**config.mk**
```make
export PLATFORM = sky130hd
export DESIGN_NAME = branch_resolve_flat
export DESIGN_NICKNAME = d
export VERILOG_FILES = /design/src/rtl/branch_resolve_if.sv /design/src/rtl/branch_resolve.sv /design/src/flat_wrapper.sv
export SDC_FILE = /design/constraint.sdc
export NUM_CORES = 1
export LEC_CHECK = 0
export CAP_MARGIN = 20
export CORE_UTILIZATION = 54
export DETAILED_ROUTE_END_ITERATION = 8
export GPL_ROUTABILITY_DRIVEN = 0
export GPL_TIMING_DRIVEN = 0
export MAX_ROUTING_LAYER = met4
export PLACE_DENSITY_LB_ADDON = 0.08
export SYNTH_ARGS = -nofsm -noshare
export SYNTH_HDL_FRONTEND = slang
export SYNTH_SLANG_ARGS = --single-unit
```
**constraint.sdc**
```tcl
create_clock -name clk -period 5.9 [get_ports clk]
set_input_delay 1.18 -clock clk [delete_from_list [all_inputs] [get_ports clk]]
set_output_delay 1.18 -clock clk [all_outputs]
set_load 0.02 [all_outputs]
```
**src/rtl/branch_resolve_if.sv**
```systemverilog
// Execute-stage branch bus between the pipeline and the branch resolution unit.
//
// Handshake: ex_valid qualifies every ex_* field in the cycle it is high. There
// is no ready signal. The only back-pressure is the core-wide stall input on the
// unit, and the unit never holds off a valid instruction. redirect_valid is a
// one-cycle pulse qualifying redirect_pc. Fetch must accept it in that cycle.
// kill squashes whatever instruction occupies execute in the current cycle.
interface branch_resolve_if #(
    parameter int PC_W = 32
);
    logic            ex_valid;
    logic            ex_is_branch;
    logic [2:0]      ex_funct3;
    logic            ex_pred_taken;
    logic [PC_W-1:0] ex_pc;
    logic [PC_W-1:0] ex_imm;
    logic            redirect_valid;
    logic [PC_W-1:0] redirect_pc;
    logic            kill;

    // Pipeline side: presents the branch, receives redirect/kill.
    modport master (
        output ex_valid, ex_is_branch, ex_funct3, ex_pred_taken, ex_pc, ex_imm,
        input  redirect_valid, redirect_pc, kill
    );

    // Resolution unit side.
    modport slave (
        input  ex_valid, ex_is_branch, ex_funct3, ex_pred_taken, ex_pc, ex_imm,
        output redirect_valid, redirect_pc, kill
    );
endinterface

```
**src/rtl/branch_resolve.sv**
```systemverilog
// Execute-stage branch resolution: decodes funct3 against the comparator
// results, detects mispredicts, issues a registered redirect and squashes the
// wrong-path window. It also keeps saturating branch/mispredict counters.
module branch_resolve #(
    parameter int PC_W        = 32,
    parameter int CNT_W       = 32,
    parameter int KILL_CYCLES = 2
) (
    input  logic             clk,
    input  logic             rst_n,
    input  logic             stall,
    branch_resolve_if.slave  ex_if,
    output logic             brun,
    input  logic             breq,
    input  logic             brlt,
    input  logic             counter_clr,
    output logic             br_taken,
    output logic [CNT_W-1:0] br_count,
    output logic [CNT_W-1:0] mispred_count,
    output logic             state_dbg
);
    typedef enum logic {S_IDLE = 1'b0, S_KILL = 1'b1} state_t;

    localparam logic [2:0] KILL_INIT = 3'(KILL_CYCLES);

    state_t            state_q, state_d;
    logic [2:0]        kill_cnt_q, kill_cnt_d;
    logic              kill_q, kill_d;
    logic              redirect_valid_q, redirect_valid_d;
    logic [PC_W-1:0]   redirect_pc_q, redirect_pc_d;
    logic [CNT_W-1:0]  br_count_q, br_count_d;
    logic [CNT_W-1:0]  mispred_count_q, mispred_count_d;

    logic              resolve;
    logic              cond;
    logic              mispredict;
    logic [PC_W-1:0]   target;

    // Direction decode and mispredict detection, purely combinational.
    always_comb begin
        resolve = ex_if.ex_valid & ex_if.ex_is_branch & ~kill_q & ~stall;
        brun    = ex_if.ex_funct3[2] & ex_if.ex_funct3[1];
        cond    = 1'b0;
        case (ex_if.ex_funct3)
            3'b000:         cond = breq;
            3'b001:         cond = ~breq;
            3'b100, 3'b110: cond = brlt;
            3'b101, 3'b111: cond = ~brlt;
            default:        cond = 1'b0;  // 010/011 are illegal and never taken
        endcase
        br_taken   = resolve & cond;
        mispredict = resolve & (cond != ex_if.ex_pred_taken);
        target     = cond ? (ex_if.ex_pc + ex_if.ex_imm) : (ex_if.ex_pc + PC_W'(4));
    end

    // Kill-window FSM and redirect generation.
    always_comb begin
        state_d          = state_q;
        kill_cnt_d       = kill_cnt_q;
        redirect_valid_d = mispredict;  // Always a single-cycle pulse, even under stall.
        redirect_pc_d    = redirect_pc_q;
        case (state_q)
            S_IDLE: begin
                if (mispredict) begin
                    state_d       = S_KILL;
                    kill_cnt_d    = KILL_INIT;
                    redirect_pc_d = target;
                end
            end
            S_KILL: begin
                if (!stall) begin
                    kill_cnt_d = kill_cnt_q - 3'd1;
                    if (kill_cnt_q == 3'd1) begin
                        state_d = S_IDLE;
                    end
                end
            end
            default: state_d = S_IDLE;
        endcase
        kill_d = (state_d == S_KILL);
    end

    // Saturating statistics counters. A clear wins over an increment.
    always_comb begin
        br_count_d      = br_count_q;
        mispred_count_d = mispred_count_q;
        if (!stall) begin
            if (counter_clr) begin
                br_count_d      = '0;
                mispred_count_d = '0;
            end else begin
                if (resolve && (br_count_q != '1)) begin
                    br_count_d = br_count_q + CNT_W'(1);
                end
                if (mispredict && (mispred_count_q != '1)) begin
                    mispred_count_d = mispred_count_q + CNT_W'(1);
                end
            end
        end
    end

    // State registers with synchronous active-low reset.
    always_ff @(posedge clk) begin
        if (!rst_n) begin
            state_q          <= S_IDLE;
            kill_cnt_q       <= '0;
            kill_q           <= 1'b0;
            redirect_valid_q <= 1'b0;
            redirect_pc_q    <= '0;
            br_count_q       <= '0;
            mispred_count_q  <= '0;
        end else begin
            state_q          <= state_d;
            kill_cnt_q       <= kill_cnt_d;
            kill_q           <= kill_d;
            redirect_valid_q <= redirect_valid_d;
            redirect_pc_q    <= redirect_pc_d;
            br_count_q       <= br_count_d;
            mispred_count_q  <= mispred_count_d;
        end
    end

    assign ex_if.redirect_valid = redirect_valid_q;
    assign ex_if.redirect_pc    = redirect_pc_q;
    assign ex_if.kill           = kill_q;
    assign br_count             = br_count_q;
    assign mispred_count        = mispred_count_q;
    assign state_dbg            = state_q;
endmodule

```
**src/flat_wrapper.sv**
```systemverilog
// flat-port wrapper written by rule: the top's interface ports become plain ports
module branch_resolve_flat 
#(
    parameter int PC_W        = 32,
    parameter int CNT_W       = 32,
    parameter int KILL_CYCLES = 2
)
  (clk, rst_n, stall, brun, breq, brlt, counter_clr, br_taken, br_count, mispred_count, state_dbg, ex_if_ex_valid, ex_if_ex_is_branch, ex_if_ex_funct3, ex_if_ex_pred_taken, ex_if_ex_pc, ex_if_ex_imm, ex_if_redirect_valid, ex_if_redirect_pc, ex_if_kill);
  branch_resolve_if #(.PC_W(PC_W)) ex_if_i ();
  input  logic clk;
  input  logic rst_n;
  input  logic stall;
  output logic brun;
  input  logic breq;
  input  logic brlt;
  input  logic counter_clr;
  output logic br_taken;
  output logic [CNT_W-1:0] br_count;
  output logic [CNT_W-1:0] mispred_count;
  output logic state_dbg;
  input wire logic [$bits(ex_if_i.ex_valid)-1:0] ex_if_ex_valid;
  input wire logic [$bits(ex_if_i.ex_is_branch)-1:0] ex_if_ex_is_branch;
  input wire logic [$bits(ex_if_i.ex_funct3)-1:0] ex_if_ex_funct3;
  input wire logic [$bits(ex_if_i.ex_pred_taken)-1:0] ex_if_ex_pred_taken;
  input wire logic [$bits(ex_if_i.ex_pc)-1:0] ex_if_ex_pc;
  input wire logic [$bits(ex_if_i.ex_imm)-1:0] ex_if_ex_imm;
  output wire logic [$bits(ex_if_i.redirect_valid)-1:0] ex_if_redirect_valid;
  output wire logic [$bits(ex_if_i.redirect_pc)-1:0] ex_if_redirect_pc;
  output wire logic [$bits(ex_if_i.kill)-1:0] ex_if_kill;
  assign ex_if_i.ex_valid = ex_if_ex_valid;
  assign ex_if_i.ex_is_branch = ex_if_ex_is_branch;
  assign ex_if_i.ex_funct3 = ex_if_ex_funct3;
  assign ex_if_i.ex_pred_taken = ex_if_ex_pred_taken;
  assign ex_if_i.ex_pc = ex_if_ex_pc;
  assign ex_if_i.ex_imm = ex_if_ex_imm;
  assign ex_if_redirect_valid = ex_if_i.redirect_valid;
  assign ex_if_redirect_pc = ex_if_i.redirect_pc;
  assign ex_if_kill = ex_if_i.kill;
  branch_resolve #(.PC_W(PC_W), .CNT_W(CNT_W), .KILL_CYCLES(KILL_CYCLES)) u_core (.clk(clk), .rst_n(rst_n), .stall(stall), .ex_if(ex_if_i), .brun(brun), .breq(breq), .brlt(brlt), .counter_clr(counter_clr), .br_taken(br_taken), .br_count(br_count), .mispred_count(mispred_count), .state_dbg(state_dbg));
endmodule
```
==> run_results.csv <==
group,metric,value,unit
outcome,status,"finished clean",
floorplan,die_x,114,um
floorplan,core,12100,sq um
cts,clkTransAtPathRegs,60,ps
layout,n_fill_cell,988,
yosys,synthXorXnorAreaFrac,0.129,
sta,drv_slew,0,
layout,drive_gt1_frac,0.0444,
floorplan,ios,177,
critical_path,worstSetupPathType,"input pin to output pin",
min_path,holdPathStages,2,
cts,cts_buffer_depth,2,
cts,cts.sinks,101,
yosys,syn_inst,868,
sta,tns,0,ps
sta,setup_viol,0,
layout,nNetsFinal,1167,
yosys,synth_area,6790,sq um
cts,htreeDepth,3,
cts,hold_buffers,0,
yosys,ys_async_sr_fraction,0,
yosys,ys_seq_elements,101,
detailed_routing,antenna_left,0,
floorplan,die_y,114,um
floorplan,die_area,13000,sq um
global_route,grt_max_degree,16,
pwr,leakagePower,3.17,nW
placed_design,dpl.hpwl,15.0,mm
yosys,ys_warn_count,0,
sta,hold_viol,0,
yosys,synth.distinct_cells,71,
floorplan,initial_core_util,0.561,
cts,cts_root_buf,"clkbuf_16",
yosys,synth_nets,981,
layout,n_antenna_cell,0,
detailed_routing,vias,7057,
critical_path,slowest_delay,600,ps
critical_path,crit-reg2reg-launch,"u_core.br_count[0]",
critical_path,rr_worst_depth,10,
placed_design,dp_cells,1211,
global_route,grt-ovfl-total,0,
detailed_routing,drt_iter0_markers,507,
critical_path,crit_arrival,3820,ps
yosys,synth-compound-area-share,0.196,
min_path,min_to,"u_core.ex_if.redirect_pc[2]",
sta,tightest_slew,778,ps
min_path,hp-start,"u_core.ex_if.redirect_pc[2]",
yosys,synth-edff-count,0,
critical_path,slowest_stage,"clkdlybuf4s50_1",
sta,period_minus_slack,5000,ps
sta,relSlewSlack,0.478,
cts,cts_setup_buffers,0,
sta,grt_setup_unrepaired,"false",
yosys,synthSimpleGateAreaFrac,0.271,
layout,post-route-util,0.747,
cts,clk_latency,340,ps
sta,fmax,0.200,GHz
global_route,track_usage,0.304,
run,cap_violations,0,
critical_path,rr_endpoint,"u_core.br_count[31]",
min_path,hold_class,"flop to flop",
layout,final_cell_count_no_fill,1227,
yosys,yosys.area_share.adder,0.0693,
critical_path,crit_required,4720,ps
critical_path,path_cells,"clkdlybuf4s50_1, xnor2_1, a2bb2oi_1, clkbuf_1, clkbuf_1, nor2_1, clkdlybuf4s50_1",
global_route,antenna_found_initial,0,
sta,period_share,0.848,
detailed_routing,route.detailed.drc,0,
detailed_routing,totalWireLength,19.0,mm
placed_design,io_buffers,175,
critical_path,end_kind,"output pin",
detailed_routing,wire_per_inst,15.5,um
cts,cts_tree,"yes",
critical_path,reg2reg_slack,3140,ps
yosys,syn_area_per_cell,7.82,sq um
yosys,ys_seq_area_frac,0.298,
pwr,ir_drop,0.161,mV
yosys,synth_top_family_by_area,"simple AND/OR/NAND/NOR gates",
global_route,grt_pass1_vias,6428,
cts,cts_made_buffers,9,
detailed_routing,dr.pass1.iters,5,
global_route,grt_pass1_wl,30.9,mm
layout,area_growth,33.2,%
sta,timing.clock.skew,6.37,ps
yosys,synth_ff_type,"dfxtp_1",
cts,post_cts_resized,0,
detailed_routing,via_per_inst,5.75,
pwr,powerDensity,185,nW/um^2
yosys,synth_mux_area_frac,0.00295,
critical_path,worst_setup_path_start_kind,"input pin",
critical_path,path_max_fanout,10,
floorplan,row_count,40,
[where the power goes]
group          internal [W]  leakage (nW)  switching (W)
Sequential         0.000693         0.815     0.00000788
Clock              0.000338         0.149       0.000246
Combinational      0.000170          2.21       0.000223
[cell type report]
cell class,instances,area (sq um),share of cell area
Timing Repair Buffer,175,1750,0.194
Buffer,32,139,0.0154
Clock buffer,11,243,0.0268
Tap cell,168,210,0.0232
Clock inverter,5,50.0,0.00553
Inverter,25,93.8,0.0104
Multi-Input combinational cell,710,4540,0.501
Sequential cell,101,2020,0.224
[cells in the mapped netlist, drive strengths merged (3+ instances only)]
cell type  count  area, sq um
xnor2         63          552
a31oi          9         56.3
nor2         114          430
and2           4         25.0
a211oi        13         97.6
o211ai         9         67.6
nand3         31          160
and3          22          138
nor3          33          195
or3           16          100
o221ai         4         35.0
clkbuf        28          105
a21oi         70          362
nand3b         3         22.5
nand2         79          297
o21bai         4         30.0
a311oi         4         35.0
buf            4         33.8
xor2          37          324
o21a           3         22.5
o21ai         44          228
a221oi         4         41.3
nand4         28          209
inv           25         93.8
or2            4         25.0
o22ai          3         18.8
ha            36          450
nor4          10         68.8
and4          10         87.6
o31ai          3         22.5
a21o          17          128
dfxtp        101         2020
[worst max-delay path by stage]
stage                                  start                            to  depth (start not counted)
final                     ex_if_ex_funct3[0]                      br_taken                          7
after global routing      ex_if_ex_funct3[0]                      br_taken                          7
after global placement    ex_if_ex_funct3[0]                      br_taken                          7
after CTS                 ex_if_ex_funct3[0]                      br_taken                          7
after detailed placement  ex_if_ex_funct3[0]                      br_taken                          7
after floorplan              ex_if_ex_imm[0]  u_core.ex_if.redirect_pc[30]                         10
[per-stage QoR]
stage	hold slack, ps	worst slack (ps)	cell area [sq um]	total power [W]
final	450	900	9040	0.00168
after global routing	464	764	9040	0.00175
after CTS	452	917	9040	0.00168
after detailed placement	445	954	8750	0.00110
after global placement	440	966	8750	0.00110
after floorplan	479	2390	6790	0.000950
[cell usage in the layout, fill, tap and decap left out, drive strengths merged, types with 16 or more instances in the layout]
cell type,n
dfxtp,101
clkbuf,39
nor2,114
o21ai,44
or3,16
xnor2,63
nand3,31
xor2,37
clkdlybuf4s50,175
ha,36
a21o,17
nand4,28
nor3,33
nand2,79
inv,25
a21oi,70
and3,22
[per-layer routing]
layer | global-route usage | wire length [um] | vias to the layer above
met4 | 0.117 | 476 | 0
li1 | - | - | 3496
met1 | 0.374 | 8320 | 3255
met2 | 0.515 | 9160 | 265
met3 | 0.0307 | 1070 | 41
met5 | - | 0 | -
[state kept, by name, summed over array words and instances, names as in the netlist]
| register | count |
|---|---|
| u_core.state_dbg | 1 |
| u_core.ex_if.redirect_pc | 32 |
| u_core.ex_if.redirect_valid | 1 |
| u_core.mispred_count | 32 |
| u_core.kill_cnt_q | 3 |
| u_core.br_count | 32 |
[kinds of logic after synthesis]
| family | Yosys count |
|---|---|
| and+or+nand+nor | 364 |
| AOI/OAI and AO/OA | 207 |
| DFF | 101 |
| xor gates and xnor gates | 100 |
| buffers and inverters | 57 |
| adders and majority gates | 37 |
| muxes | 2 |
[critical path: cells and delay by family]
kind / cells / cell delay, ps
compound gates: 1 / 290
simple gates: 1 / 90
buf+inv: 4 / 2040
xor+xnor: 1 / 210
Note: power is estimated with default switching activity, not from simulation.
